`src/rtl/alu_pkg.sv`:
```
// Shared ALU definitions: operation codes from ALU control and the
// execute-stage FSM state encoding.
package alu_pkg;

  localparam int unsigned CTL_W = 4;

  localparam logic [CTL_W-1:0] ALU_AND = 4'd0;
  localparam logic [CTL_W-1:0] ALU_OR  = 4'd1;
  localparam logic [CTL_W-1:0] ALU_ADD = 4'd2;
  localparam logic [CTL_W-1:0] ALU_MUL = 4'd3;
  localparam logic [CTL_W-1:0] ALU_SUB = 4'd6;
  localparam logic [CTL_W-1:0] ALU_SLT = 4'd7;
  localparam logic [CTL_W-1:0] ALU_NOR = 4'd12;

  typedef enum logic {
    IDLE = 1'b0,
    MUL  = 1'b1
  } state_t;

endpackage

```
`src/rtl/alu_exec_unit_if.sv`:
```
// Valid/ready operand and result bus between ALU control, the execute
// stage and the writeback/branch consumer.
interface alu_exec_unit_if #(
  parameter int unsigned WIDTH = 32
);
  logic             in_valid;
  logic             in_ready;
  logic [3:0]       alu_ctl;
  logic [WIDTH-1:0] op_a;
  logic [WIDTH-1:0] op_b;
  logic             out_valid;
  logic             out_ready;
  logic [WIDTH-1:0] out_result;
  logic             out_zero;
  logic             out_err;

  modport master (
    output in_valid, alu_ctl, op_a, op_b, out_ready,
    input  in_ready, out_valid, out_result, out_zero, out_err
  );

  modport slave (
    input  in_valid, alu_ctl, op_a, op_b, out_ready,
    output in_ready, out_valid, out_result, out_zero, out_err
  );
endinterface

```
`src/rtl/alu_mul_seq.sv`:
```
// Radix-2 shift-add unsigned multiplier, one multiplier bit per cycle.
// The start edge consumes bit 0, so done pulses WIDTH-1 cycles later.
module alu_mul_seq #(
  parameter int unsigned WIDTH = 32
) (
  input  logic             clk,
  input  logic             reset,
  input  logic             start,
  input  logic [WIDTH-1:0] a,
  input  logic [WIDTH-1:0] b,
  output logic             busy,
  output logic             done,
  output logic [WIDTH-1:0] product
);
  localparam int unsigned CNT_W = $clog2(WIDTH) + 1;

  logic [WIDTH-1:0] acc_q;
  logic [WIDTH-1:0] a_sh_q;
  logic [WIDTH-1:0] b_sh_q;
  logic [CNT_W-1:0] cnt_q;

  always_ff @(posedge clk or posedge reset) begin
    if (reset) begin
      acc_q  <= '0;
      a_sh_q <= '0;
      b_sh_q <= '0;
      cnt_q  <= '0;
      busy   <= 1'b0;
      done   <= 1'b0;
    end else begin
      done <= 1'b0;
      if (start) begin
        acc_q  <= {WIDTH{b[0]}} & a;
        a_sh_q <= a << 1;
        b_sh_q <= b >> 1;
        cnt_q  <= CNT_W'(WIDTH - 1);
        busy   <= 1'b1;
      end else if (busy) begin
        if (b_sh_q[0]) begin
          acc_q <= acc_q + a_sh_q;
        end
        a_sh_q <= a_sh_q << 1;
        b_sh_q <= b_sh_q >> 1;
        cnt_q  <= cnt_q - CNT_W'(1);
        // last partial product lands this edge
        if (cnt_q == CNT_W'(1)) begin
          busy <= 1'b0;
          done <= 1'b1;
        end
      end
    end
  end

  assign product = acc_q;

endmodule

```
`src/rtl/alu_exec_unit.sv`:
```
// Execute stage: single-cycle ALU ops into a handshaked result register.
// Define ALU_MUL_EN to add the iterative multiplier on code 3 (latency WIDTH).
module alu_exec_unit
  import alu_pkg::*;
#(
  parameter int unsigned WIDTH = 32
) (
  input  logic           clk,
  input  logic           reset,
  alu_exec_unit_if.slave bus
);
  logic             accept;
  logic             in_ready_c;
  logic             load;
  logic [WIDTH-1:0] alu_res;
  logic             alu_err;
  logic [WIDTH-1:0] next_res;
  logic             next_err;

  logic             out_valid_q;
  logic [WIDTH-1:0] out_result_q;
  logic             out_zero_q;
  logic             out_err_q;

  assign accept = bus.in_valid && in_ready_c;

  // Single-cycle datapath; unsupported codes yield a zero result with err.
  always_comb begin
    alu_res = '0;
    alu_err = 1'b0;
    case (bus.alu_ctl)
      ALU_AND: alu_res = bus.op_a & bus.op_b;
      ALU_OR:  alu_res = bus.op_a | bus.op_b;
      ALU_ADD: alu_res = bus.op_a + bus.op_b;
      ALU_SUB: alu_res = bus.op_a - bus.op_b;
      ALU_SLT: alu_res = WIDTH'($signed(bus.op_a) < $signed(bus.op_b));
      ALU_NOR: alu_res = ~(bus.op_a | bus.op_b);
`ifdef ALU_MUL_EN
      ALU_MUL: alu_res = '0;
`endif
      default: alu_err = 1'b1;
    endcase
  end

`ifdef ALU_MUL_EN
  state_t           state_q;
  state_t           state_d;
  logic             is_mul;
  logic             mul_start;
  logic             mul_busy;
  logic             mul_done;
  logic [WIDTH-1:0] mul_product;

  assign is_mul = (bus.alu_ctl == ALU_MUL);

  alu_mul_seq #(
    .WIDTH(WIDTH)
  ) u_mul (
    .clk    (clk),
    .reset  (reset),
    .start  (mul_start),
    .a      (bus.op_a),
    .b      (bus.op_b),
    .busy   (mul_busy),
    .done   (mul_done),
    .product(mul_product)
  );

  always_ff @(posedge clk or posedge reset) begin
    if (reset) begin
      state_q <= IDLE;
    end else begin
      state_q <= state_d;
    end
  end

  always_comb begin
    state_d   = state_q;
    mul_start = 1'b0;
    case (state_q)
      IDLE: begin
        if (accept && is_mul) begin
          state_d   = MUL;
          mul_start = 1'b1;
        end
      end
      MUL: begin
        if (mul_done) begin
          state_d = IDLE;
        end
      end
      default: state_d = IDLE;
    endcase
  end

  assign in_ready_c = (state_q == IDLE) && !mul_busy && (!out_valid_q || bus.out_ready);
  assign load       = (accept && !is_mul) || mul_done;
  assign next_res   = mul_done ? mul_product : alu_res;
  assign next_err   = mul_done ? 1'b0 : alu_err;
`else
  assign in_ready_c = !out_valid_q || bus.out_ready;
  assign load       = accept;
  assign next_res   = alu_res;
  assign next_err   = alu_err;
`endif

  // Result register: holds under backpressure, reloads on same-edge accept.
  always_ff @(posedge clk or posedge reset) begin
    if (reset) begin
      out_valid_q  <= 1'b0;
      out_result_q <= '0;
      out_zero_q   <= 1'b0;
      out_err_q    <= 1'b0;
    end else if (load) begin
      out_valid_q  <= 1'b1;
      out_result_q <= next_res;
      out_zero_q   <= (next_res == '0);
      out_err_q    <= next_err;
    end else if (bus.out_ready) begin
      out_valid_q  <= 1'b0;
    end
  end

  assign bus.in_ready   = in_ready_c;
  assign bus.out_valid  = out_valid_q;
  assign bus.out_result = out_result_q;
  assign bus.out_zero   = out_zero_q;
  assign bus.out_err    = out_err_q;

endmodule

```
`src/flat_wrapper.sv`:
```
// flat-port wrapper written by rule: the top's interface ports become plain ports
module alu_exec_unit_flat import alu_pkg::*;
#(
  parameter int unsigned WIDTH = 32
)
  (clk, reset, bus_in_valid, bus_alu_ctl, bus_op_a, bus_op_b, bus_out_ready, bus_in_ready, bus_out_valid, bus_out_result, bus_out_zero, bus_out_err);
  alu_exec_unit_if #(.WIDTH(WIDTH)) bus_i ();
  input  logic clk;
  input  logic reset;
  input wire logic [$bits(bus_i.in_valid)-1:0] bus_in_valid;
  input wire logic [$bits(bus_i.alu_ctl)-1:0] bus_alu_ctl;
  input wire logic [$bits(bus_i.op_a)-1:0] bus_op_a;
  input wire logic [$bits(bus_i.op_b)-1:0] bus_op_b;
  input wire logic [$bits(bus_i.out_ready)-1:0] bus_out_ready;
  output wire logic [$bits(bus_i.in_ready)-1:0] bus_in_ready;
  output wire logic [$bits(bus_i.out_valid)-1:0] bus_out_valid;
  output wire logic [$bits(bus_i.out_result)-1:0] bus_out_result;
  output wire logic [$bits(bus_i.out_zero)-1:0] bus_out_zero;
  output wire logic [$bits(bus_i.out_err)-1:0] bus_out_err;
  assign bus_i.in_valid = bus_in_valid;
  assign bus_i.alu_ctl = bus_alu_ctl;
  assign bus_i.op_a = bus_op_a;
  assign bus_i.op_b = bus_op_b;
  assign bus_i.out_ready = bus_out_ready;
  assign bus_in_ready = bus_i.in_ready;
  assign bus_out_valid = bus_i.out_valid;
  assign bus_out_result = bus_i.out_result;
  assign bus_out_zero = bus_i.out_zero;
  assign bus_out_err = bus_i.out_err;
  alu_exec_unit #(.WIDTH(WIDTH)) u_core (.clk(clk), .reset(reset), .bus(bus_i));
endmodule
```
`config.mk`:
```
export PLATFORM = sky130hd
export DESIGN_NAME = alu_exec_unit_flat
export DESIGN_NICKNAME = d
export VERILOG_FILES = /design/src/rtl/alu_pkg.sv /design/src/rtl/alu_exec_unit_if.sv /design/src/rtl/alu_mul_seq.sv /design/src/rtl/alu_exec_unit.sv /design/src/flat_wrapper.sv
export SDC_FILE = /design/constraint.sdc
export NUM_CORES = 1
export LEC_CHECK = 0
export ABC_AREA = 1
export CAP_MARGIN = 20
export CORE_UTILIZATION = 63
export CTS_BUF_LIST = sky130_fd_sc_hd__clkbuf_4 sky130_fd_sc_hd__clkbuf_8
export CTS_CLUSTER_DIAMETER = 80
export DETAILED_ROUTE_END_ITERATION = 12
export MAX_ROUTING_LAYER = met4
export PLACE_DENSITY = 0.91
export SKIP_CTS_REPAIR_TIMING = 1
export SLEW_MARGIN = 30
export SYNTH_ARGS = -nofsm -noshare
export SYNTH_HDL_FRONTEND = slang
export SYNTH_SLANG_ARGS = --single-unit
```
`constraint.sdc`:
```
create_clock -name clk -period 4 [get_ports clk]
set_input_delay 1.2 -clock clk [delete_from_list [all_inputs] [get_ports clk]]
set_output_delay 1.2 -clock clk [all_outputs]
set_load 0.01 [all_outputs]
```
==> metrics.txt <==
fin cells 1,797; Post-Syn Area 0.00790 mm2; drt drc 0; combinational power share around 63%; Hold/Removal Path Class reg2reg; largest net degree at the start of global routing 36; first-pass GRT wire length 44,800 um; DR iter-0 viols 1,401; Syn Area/Cell ~5.4 um2; Root Driver clkbuf_8; relative slew slack 56.8%; critical path peak fanout 5; Tot Pwr around 1900 uW; maximum VDD drop about 0.00013 V; unrepaired setup endpoints after global routing false; area delta synth->final 22.6%; status completed; multiplexer area fraction after synthesis 0%; compound-cell area share of the yosys netlist a little over a tenth; Adder-Cell Fraction of Synth Area ~17%; crit-path leading delay family simple AND/OR/NAND/NOR gates; # diodes 0; PD cells roughly 200 mW/mm2; Final Cycle Share between 90% and 100%; max_cap viols 0; total number of yosys warnings 0; multi-input logic area 0.00574 mm2; Seq pwr share 22.1%; Avg Vias per Cell 5.62; buffer and inverter count on the worst path 3; htree depth 2; CTS tree done; GR Util All Layers ~45%; clk slew on worst S/H paths around 0.060 ns; final WL roughly 28,000 um; Antenna Nets Post-Route 0; sw frac a little under half; WS Path Type in2reg; post-synth cell types 37; critical path data arrival time 4.03 ns; design area between 0.009 and 0.01 mm2; internal power between 1000 and 1500 uW; share of cells above drive strength 1 about 6.5%; min Tclk post-route about 3.8 ns; synthesized net count roughly 1,700; Final setup viols 0; Area after DPL 0.00957 mm2; setup ws final approximately 0.20 ns; Inst Count DP 1,789; vias post-DR ~10,000; Site Rows 40; Vert. Die Dim 114 um; Critical Path Sink Type register; XOR/XNOR share of the synthesized area 0%; clock sink total 35; Avg WL per Cell between 15 and 20 um; die area 0.0130 mm2; Simple-Gate Fraction of Synth Area 44.9%; sequential area share after synthesis about 11%; nets 1,806; switching power between 800 and 900 uW; GRT overflow 0; largest family of logic cells by synthesized area simple AND/OR/NAND/NOR gates; # fillers around 960; P_leak ~0.0057 uW; Core Area about 0.012 mm2; worst-path cell chain clkdlybuf4s50_1 > inv_1 > ha_1 > buf_4 > nor2_1 > nand2_1 > nand2_1 > nand2_1 > nand2_1 > nand2_1 > nand3_1 > nand3_1 > nor2_1 > nand3_1 > nor2_1 > nand3_1 > nor2_1 > nand3_1 > nand2_1; initial core utilization about 65%; final hold violation count 0; CP required about 4.2 ns; vias in the first global route approximately 9,300; Clk Latency, worst-skew pair ~0.29 ns; drt pass-1 iters 7; total CTS buffers 5; clock buffer depth 2; CP dominant cell by count nand2_1; clk_skew approximately 0.0023 ns; Register Area 876 um2; DIE WIDTH ~110 um; # IOs ~110; slowest stage delay, CP approximately 0.49 ns; Total Neg Setup Slack 0 ns; Final Slew Violations 0; post-DP HPWL 23,600 um; Worst Max-Slew Pin Slew about 0.64 ns; fmax between 0.2 and 0.3 GHz; initial antenna violation count 0; Slowest-stage cell, CP clkdlybuf4s50_1; Post-Synthesis Cells 1,474; PortBufs 107; Synth Register Bits 35; Clock power frac about 15%; GP Congestion ~1.2; pre-CTS WS -0.0162 ns; crit path launch type input pin
## kinds of logic (layout without fill, tap and decap cells)
group	count (synthesis)	after routing
compound gates	138	138
fa+ha+maj	106	106
buf+inv	328	483
flops	35	35
simple gates	867	867
## worst register-to-register path, delay by kind of cell (launching register included)
kind	cells	cell delay, ns
buffers and inverters	2	0.90
DFF	1	0.35
and+or+nand+nor	4	0.67
## synthesized netlist by cell type (all sizes together)
cell,number,area [um2]
a211oi,3,22.5
a21boi,1,7.51
a21oi,55,275
a221oi,24,210
a31oi,1,6.26
and2,2,12.5
and3,2,12.5
buf,28,171
clkbuf,12,50.1
clkinv,3,11.3
dfrtp,35,876
fa,2,40.0
ha,104,1300
inv,285,1070
nand2,507,1920
nand3,141,726
nand3b,2,15.0
nand4,14,87.6
nor2,185,704
nor3,12,60.1
nor4,2,12.5
o2111a,1,11.3
o211ai,2,15.0
o21a,2,15.0
o21ai,38,190
o21bai,9,67.6
o22ai,1,6.26
o41ai,1,8.76
## cells in the final DEF (no fill, tap or decap), types with 3 or more instances in the layout
master / count
nor3_1: 11
buf_4: 79
nand3_1: 136
nor2_2: 5
clkbuf_8: 7
dfrtp_1: 35
clkdlybuf4s50_1: 107
clkinv_1: 3
a221oi_1: 24
a211oi_1: 3
ha_1: 104
nand4_1: 14
o21bai_1: 9
o21ai_0: 37
nand3_2: 5
nor2_1: 180
nand2_2: 5
nand2_1: 502
a21oi_1: 55
inv_1: 283
## registers in the layout (all words and copies together) (netlist names)
name                   count
u_core.bus.out_result     32
u_core.bus.out_valid       1
u_core.bus.out_zero        1
u_core.bus.out_err         1
## layer usage
metal  track usage [%]  wire length, um
met3              8.71             3640
met2              71.1            12200
met4              17.6             1110
met1              56.4            11000
met5                 -                0
## final cells by class
class	instances	share of cell area, %
tap	168	2.17
inverter	288	11.2
multi-input combinational	1111	59.2
clock buffer	8	1.07
timing repair buffer	187	17.4
sequential	35	9.04
## power by group through the flow
stage	clock network (uW)	logic, uW	registers (uW)
4_1_cts	284	1150	418
5_1_grt	303	1300	422
6_report	283	1190	418
2_1_floorplan	0	663	442
3_3_place_gp	0	1120	421
3_5_place_dp	0	1140	424
## final timing paths
path / startpoint / end / slack (ns) / cells after the start
max: bus_op_b[2] / u_core.bus.out_zero / 0.20 / 19
min: u_core.bus.out_result[7] / u_core.bus.out_result[7] / 0.48 / 2
max reg2reg: u_core.bus.out_valid / u_core.bus.out_result[27] / 1.96 / 6
min reg2reg: u_core.bus.out_result[7] / u_core.bus.out_result[7] / 0.48 / 2
max in group asynchronous: reset / u_core.bus.out_result[3] / 2.38 / 3
min in group asynchronous: reset / u_core.bus.out_result[27] / 1.31 / 3
## through the flow
stage	utilization, %	hold slack, ns
2_1_floorplan	-	0.513
3_3_place_gp	79.0	0.461
3_5_place_dp	79.0	0.465
4_1_cts	79.9	0.482
5_1_grt	80.0	0.503
6_report	80.0	0.478
Power figures use the tool's default switching activity.
